--- config.mk ---
export PLATFORM = sky130hd
export DESIGN_NAME = uart_tx_frame_flat
export DESIGN_NICKNAME = d
export VERILOG_FILES = /design/src/rtl/uart_pkg.sv /design/src/rtl/uart_tx_frame_if.sv /design/src/rtl/uart_bit_timer.sv /design/src/rtl/uart_tx_frame.sv /design/src/flat_wrapper.sv
export SDC_FILE = /design/constraint.sdc
export NUM_CORES = 1
export LEC_CHECK = 0
export CORE_MARGIN = 3
export CORE_UTILIZATION = 56
export CTS_CLUSTER_SIZE = 30
export DETAILED_ROUTE_END_ITERATION = 6
export HOLD_SLACK_MARGIN = 0.15
export PLACE_DENSITY = 0.77
export SYNTH_ARGS = -nofsm -noshare
export SYNTH_HDL_FRONTEND = slang
export SYNTH_SLANG_ARGS = --single-unit
--- constraint.sdc ---
create_clock -name clk -period 3.8 [get_ports clk]
set_clock_uncertainty 0.2 [all_clocks]
set_input_delay 0.76 -clock clk [delete_from_list [all_inputs] [get_ports clk]]
set_output_delay 0.76 -clock clk [all_outputs]
set_load 0.005 [all_outputs]
--- src/rtl/uart_pkg.sv ---
// Shared UART definitions: frame state encoding, parity mode constants and
// the parity helper used by both the TX and RX halves of the controller.
package uart_pkg;

  typedef enum logic [2:0] {
    ST_IDLE,
    ST_START,
    ST_DATA,
    ST_PARITY,
    ST_STOP
  } uart_state_t;

  localparam int PARITY_NONE   = 0;
  localparam int PARITY_ODD    = 1;
  localparam int PARITY_EVEN   = 2;
  localparam int MAX_DATA_BITS = 9;

  // Narrower words are zero-extended by the caller; zeros do not change the XOR.
  function automatic logic parity_bit(input logic [MAX_DATA_BITS-1:0] data, input int mode);
    return (mode == PARITY_ODD) ? ~(^data) : (^data);
  endfunction

endpackage

--- src/rtl/uart_tx_frame_if.sv ---
// Producer-side valid/ready word handshake for the UART transmitter.
interface uart_tx_frame_if #(
  parameter int DATA_BITS = 8
);
  logic [DATA_BITS-1:0] tx_data;
  logic                 tx_valid;
  logic                 tx_ready;

  modport master (output tx_data, output tx_valid, input tx_ready);
  modport slave  (input tx_data, input tx_valid, output tx_ready);
endinterface

--- src/rtl/uart_bit_timer.sv ---
// Bit-period counter: counts 0..CLKS_PER_BIT-1, wraps, and can be forced back
// to 0 by restart. bit_done marks the last cycle of the current bit period.
module uart_bit_timer #(
  parameter int CLKS_PER_BIT = 868
) (
  input  logic clk,
  input  logic rst_n,
  input  logic restart,
  output logic bit_done
);

  localparam int            CW   = (CLKS_PER_BIT > 2) ? $clog2(CLKS_PER_BIT) : 1;
  localparam logic [CW-1:0] LAST = CW'(CLKS_PER_BIT - 1);

  logic [CW-1:0] count_reg;

  // Free-running period counter, cleared on restart or at the end of a period.
  always_ff @(posedge clk or negedge rst_n) begin
    if (!rst_n) begin
      count_reg <= '0;
    end else if (restart || (count_reg == LAST)) begin
      count_reg <= '0;
    end else begin
      count_reg <= count_reg + CW'(1);
    end
  end

  // Decoded from the register only, so the FSM can use it without a loop.
  assign bit_done = (count_reg == LAST);

endmodule

--- src/rtl/uart_tx_frame.sv ---
// UART transmitter: one holding register in front of the shift register so the
// producer can queue the next word while a frame is on the line. All outputs
// come from registers; txd is registered from the next-state decode.
module uart_tx_frame
  import uart_pkg::*;
#(
  parameter int DATA_BITS    = 8,
  parameter int PARITY       = PARITY_NONE,
  parameter int STOP_BITS    = 1,
  parameter int CLKS_PER_BIT = 868
) (
  input  logic           clk,
  input  logic           rst_n,
  uart_tx_frame_if.slave bus,
  output logic           txd,
  output logic           busy
);

  generate
    if (DATA_BITS < 5 || DATA_BITS > MAX_DATA_BITS) begin : g_bad_data_bits
      $error("uart_tx_frame: DATA_BITS must be in 5..9");
    end
    if (PARITY != PARITY_NONE && PARITY != PARITY_ODD && PARITY != PARITY_EVEN) begin : g_bad_parity
      $error("uart_tx_frame: PARITY must be 0, 1 or 2");
    end
    if (STOP_BITS != 1 && STOP_BITS != 2) begin : g_bad_stop_bits
      $error("uart_tx_frame: STOP_BITS must be 1 or 2");
    end
    if (CLKS_PER_BIT < 2) begin : g_bad_clks
      $error("uart_tx_frame: CLKS_PER_BIT must be at least 2");
    end
  endgenerate

  localparam logic [3:0] LAST_BIT  = 4'(DATA_BITS - 1);
  localparam logic       LAST_STOP = (STOP_BITS == 2);

  uart_state_t          state_reg, state_next;
  logic [DATA_BITS-1:0] shift_reg, shift_next;
  logic [DATA_BITS-1:0] hold_reg, hold_next;
  logic                 hold_full_reg, hold_full_next;
  logic                 ready_reg;
  logic                 parity_reg, parity_next;
  logic [3:0]           bit_idx_reg, bit_idx_next;
  logic                 stop_idx_reg, stop_idx_next;
  logic                 txd_reg, txd_next;
  logic                 load;
  logic                 accept;
  logic                 restart;
  logic                 bit_done;

  // ready_reg mirrors !hold_full_reg, so an accept can only land in an empty hold.
  assign accept = bus.tx_valid && ready_reg;

  // Counter restarts on every state change and is parked at 0 while idle.
  assign restart = (state_next != state_reg) || (state_reg == ST_IDLE);

  uart_bit_timer #(
    .CLKS_PER_BIT(CLKS_PER_BIT)
  ) u_bit_timer (
    .clk     (clk),
    .rst_n   (rst_n),
    .restart (restart),
    .bit_done(bit_done)
  );

  // Next-state, shifter, holding register and next txd level.
  always_comb begin
    state_next     = state_reg;
    shift_next     = shift_reg;
    hold_next      = hold_reg;
    hold_full_next = hold_full_reg;
    parity_next    = parity_reg;
    bit_idx_next   = bit_idx_reg;
    stop_idx_next  = stop_idx_reg;
    load           = 1'b0;
    txd_next       = 1'b1;

    case (state_reg)
      ST_IDLE: begin
        if (hold_full_reg) load = 1'b1;
      end
      ST_START: begin
        if (bit_done) begin
          state_next   = ST_DATA;
          bit_idx_next = '0;
        end
      end
      ST_DATA: begin
        if (bit_done) begin
          shift_next = shift_reg >> 1;
          if (bit_idx_reg == LAST_BIT) begin
            stop_idx_next = 1'b0;
            state_next    = (PARITY == PARITY_NONE) ? ST_STOP : ST_PARITY;
          end else begin
            bit_idx_next = bit_idx_reg + 4'd1;
          end
        end
      end
      ST_PARITY: begin
        if (bit_done) begin
          stop_idx_next = 1'b0;
          state_next    = ST_STOP;
        end
      end
      ST_STOP: begin
        if (bit_done) begin
          if (stop_idx_reg == LAST_STOP) begin
            if (hold_full_reg) load = 1'b1;
            else               state_next = ST_IDLE;
          end else begin
            stop_idx_next = 1'b1;
          end
        end
      end
      default: state_next = ST_IDLE;
    endcase

    // Moving the held word into the shifter starts a new frame.
    if (load) begin
      shift_next     = hold_reg;
      parity_next    = parity_bit(MAX_DATA_BITS'(hold_reg), PARITY);
      hold_full_next = 1'b0;
      state_next     = ST_START;
    end

    if (accept) begin
      hold_next      = bus.tx_data;
      hold_full_next = 1'b1;
    end

    case (state_next)
      ST_START:  txd_next = 1'b0;
      ST_DATA:   txd_next = shift_next[0];
      ST_PARITY: txd_next = parity_next;
      default:   txd_next = 1'b1;
    endcase
  end

  // State and datapath registers; reset aborts any frame and drops the held word.
  always_ff @(posedge clk or negedge rst_n) begin
    if (!rst_n) begin
      state_reg     <= ST_IDLE;
      shift_reg     <= '0;
      hold_reg      <= '0;
      hold_full_reg <= 1'b0;
      ready_reg     <= 1'b1;
      parity_reg    <= 1'b0;
      bit_idx_reg   <= '0;
      stop_idx_reg  <= 1'b0;
      txd_reg       <= 1'b1;
    end else begin
      state_reg     <= state_next;
      shift_reg     <= shift_next;
      hold_reg      <= hold_next;
      hold_full_reg <= hold_full_next;
      ready_reg     <= !hold_full_next;
      parity_reg    <= parity_next;
      bit_idx_reg   <= bit_idx_next;
      stop_idx_reg  <= stop_idx_next;
      txd_reg       <= txd_next;
    end
  end

  assign bus.tx_ready = ready_reg;
  assign txd          = txd_reg;
  assign busy         = (state_reg != ST_IDLE) || hold_full_reg;

endmodule

--- src/flat_wrapper.sv ---
// flat-port wrapper written by rule: the top's interface ports become plain ports
module uart_tx_frame_flat import uart_pkg::*;
#(
  parameter int DATA_BITS    = 8,
  parameter int PARITY       = PARITY_NONE,
  parameter int STOP_BITS    = 1,
  parameter int CLKS_PER_BIT = 868
)
  (clk, rst_n, txd, busy, bus_tx_data, bus_tx_valid, bus_tx_ready);
  uart_tx_frame_if #(.DATA_BITS(DATA_BITS)) bus_i ();
  input  logic clk;
  input  logic rst_n;
  output logic txd;
  output logic busy;
  input wire logic [$bits(bus_i.tx_data)-1:0] bus_tx_data;
  input wire logic [$bits(bus_i.tx_valid)-1:0] bus_tx_valid;
  output wire logic [$bits(bus_i.tx_ready)-1:0] bus_tx_ready;
  assign bus_i.tx_data = bus_tx_data;
  assign bus_i.tx_valid = bus_tx_valid;
  assign bus_tx_ready = bus_i.tx_ready;
  uart_tx_frame #(.DATA_BITS(DATA_BITS), .PARITY(PARITY), .STOP_BITS(STOP_BITS), .CLKS_PER_BIT(CLKS_PER_BIT)) u_core (.clk(clk), .rst_n(rst_n), .bus(bus_i), .txd(txd), .busy(busy));
endmodule
==> reports/results.ini <==
[synthesis]
syn_area_sq_mm = 0.00174
synth_edf_count = 0
yosys_warnings = 0
avgSynthCellArea_sq_um = 11.3
ys_top_cells_by_area = dfrtp_1 50%, mux2_2 5.8%, xnor2_1 5.0%, a21o_1 3.0%, dfstp_2 3.0%
synth.cells.most_frequent = 35 x dfrtp_1, 14 x nor2_1, 10 x xnor2_1
synth_most_common_cell = dfrtp_1
synth_cell_types = 38
ys_seq_area_share_pct = 53.3
syn_nets = 167
synth_top_area_cell = dfrtp_1
syn-instance-count = 154
ys.flop_type = dfrtp_1
async_reset_ff_share_pct = 100
synth.top_cell.area_share_pct = 50.3
ys_ff_latch = 37

[power_and_ir_drop]
p_comb_share_pct = 17.1
power.density_mw_per_mm2 = 447
p_leak_uw = 0.000929
switching_share_pct = 24.0
p_int_uw = 678
p_switching_uw = 214
power_frac_seq_pct = 51.6
ir_drop_mv = 0.292
clkPwrFrac_pct = 31.3

[timing]
setup_total_negative_slack_ns = 0
rsz0062_at_grt = no
hold_viol = 0
setup_violations = 0
slew_headroom_pct = 69.4
hold_ws_ns = 0.286
max_freq_mhz = 352
report.final.slew_viol_count = 0
min_period_over_period_pct = 74.7
period_minus_slack_ns = 2.84
tightest_slew_ns = 0.459

[route]
final_antenna_net_count = 0
drt-initial-drc-count = 59
dr.pass1.iters = 4
wl_per_cell_um = 14.9
drc = 0
vias = 1173
wirelength_um = 3060
vias_per_cell = 5.69

[critical_path]
arrival_ns = 2.92
cp-start-kind = flip-flop
path_cells = ha_1 > or4b_4 > or3_4 > a21oi_1 > buf_4 > mux2_4 > a2bb2oi_2
crit_required_ns = 3.88
crit_fanout = 12
critPathTopFamily = simple AND/OR/NAND/NOR gates
timing.critical_path.buf_inv = 1
worst_setup_path_end_kind = flip-flop
cp_slowest_stage_delay_ns = 0.50
critical_path_class = reg2reg
critPathSlowestCell = or4b_4

[run]
maxCapViolations = 0

[global_routing]
grt_use_total_pct = 19.1
antenna_found_initial = 0
grt_pass1_wl_um = 5290
gr-total-overflow = 0
grt_pass1_vias = 1212
grt_start_max_net_pins = 38

[cts]
cts_buffers = 5
clk_pin_slew_ns = 0.11
cts.path.max_buffers = 2
cts_tree = done
cts.repair.resized = 0
ctsRootBufferMaster = clkbuf_4
htree_levels = 2
post_cts_buffers = 0
clock-sinks = 37
insertion_delay_ns = 0.34
ctsHoldBuffers = 0

[floorplanning]
ios = 14
std_cell_rows = 19
die_y_um = 61.8
fp.dieW_um = 61.8
dieArea_sq_mm = 0.00381
coreArea_sq_mm = 0.00285
initial_core_util_pct = 61.0

[layout]
layout.nets = 187
nFillCells = 221
largest_reg_flops = 10
diodes = 0
area.growth.synth_to_final_pct = 14.7
final-seq-area_sq_um = 928
layout-drive-gt1-share_pct = 16.6
multi_input_area_sq_um = 769

[placement]
port_buffers = 13
dp_hpwl_um = 2190
routabilityCongestion = 0.875

[status]
status = finished, final reports clean

[min_path]
hp-class = reg2reg

-- metrics by stage --
stage               utilization, %  area [sq um]  setup slack [ns]  power [uW]  std cells
finish                        70.0          2000             0.961         892        206
global route                  70.0          2000             0.816         945        206
CTS                           70.0          2000             0.956         906        206
detailed placement            67.0          1910             0.979         623        198
global placement              67.0          1910              1.04         618        198
floorplan                        -          1740              1.12         576        154
-- layer usage --
metal / routed length [um] / vias to the layer above / GRT usage [%]
met1: 1450 / 569 / 25.5
met3: 107 / 5 / 4.34
met2: 1450 / 18 / 29.7
met4: 51 / 0 / 8.18
li1: - / 581 / -
met5: 0 / - / 0
-- cell type report --
cell class | instances | area share, %
well taps | 31 | 1.94
inverters | 6 | 1.13
flip-flops and latches | 37 | 46.5
repair buffers | 16 | 7.64
clock buffers | 7 | 2.76
multi-input cells | 108 | 38.5
clock inverters | 1 | 1.50
-- final timing paths --
path / cells past startpoint / start / slack (ns) / to
setup / recovery: 7 / u_core.u_bit_timer.count_reg[0]$_DFF_PN0_ / 0.96 / u_core.txd$_DFF_PN1_
hold / removal: 1 / u_core.shift_reg[1]$_DFFE_PN0P_ / 0.29 / u_core.shift_reg[1]$_DFFE_PN0P_
setup reg to reg: 7 / u_core.u_bit_timer.count_reg[0]$_DFF_PN0_ / 0.96 / u_core.txd$_DFF_PN1_
hold reg to reg: 1 / u_core.shift_reg[1]$_DFFE_PN0P_ / 0.29 / u_core.shift_reg[1]$_DFFE_PN0P_
max in group asynchronous: 2 / rst_n / 2.43 / u_core.bus.tx_ready$_DFF_PN1_
min in group asynchronous: 2 / rst_n / 0.63 / u_core.u_bit_timer.count_reg[8]$_DFF_PN0_
-- power groups by stage --
| stage | logic, uW | clock network [uW] | registers [uW] |
|---|---|---|---|
| 4_1_cts | 155 | 290 | 461 |
| 3_5_place_dp | 155 | 0 | 469 |
| 5_1_grt | 170 | 310 | 465 |
| 3_3_place_gp | 152 | 0 | 466 |
| 6_report | 153 | 279 | 460 |
| 2_1_floorplan | 118 | 0 | 458 |
-- cells by family (layout without fill, tap and decap cells) --
kind of cell               count (synthesis)  count (layout)  synth area share [%]
DFF                                       37              37                  53.3
adders and majority gates                  2               2                  1.44
buffers and inverters                      9              30                  2.44
AOI/OAI and AO/OA                         32              32                  13.2
muxes                                     10              10                  6.69
and+or+nand+nor                           48              48                  14.9
xor gates and xnor gates                  16              16                  8.05
-- layout by cell type, fill, tap and decap left out, drive strengths merged, types with 3 or more instances in the layout --
master         instances
o21ai                  9
nand3                  6
xnor2                 10
buf                    3
mux2                  10
nor2                  14
a21o                   7
nand2                  9
clkdlybuf4s50         13
xor2                   6
nand3b                 3
inv                    6
dfrtp                 35
and3                   3
a21oi                  4
a22o                   6
clkbuf                 7
-- worst register-to-register path, delay by kind of cell, from the launching register on --
family                     cells  cell delay, ns
and+or+nand+nor                2            0.95
AOI/OAI and AO/OA              2            0.43
DFF                            1            0.40
muxes                          1            0.32
adders and majority gates      1            0.25
buffers and inverters          1            0.23
Note: power is estimated with default switching activity, not from simulation.
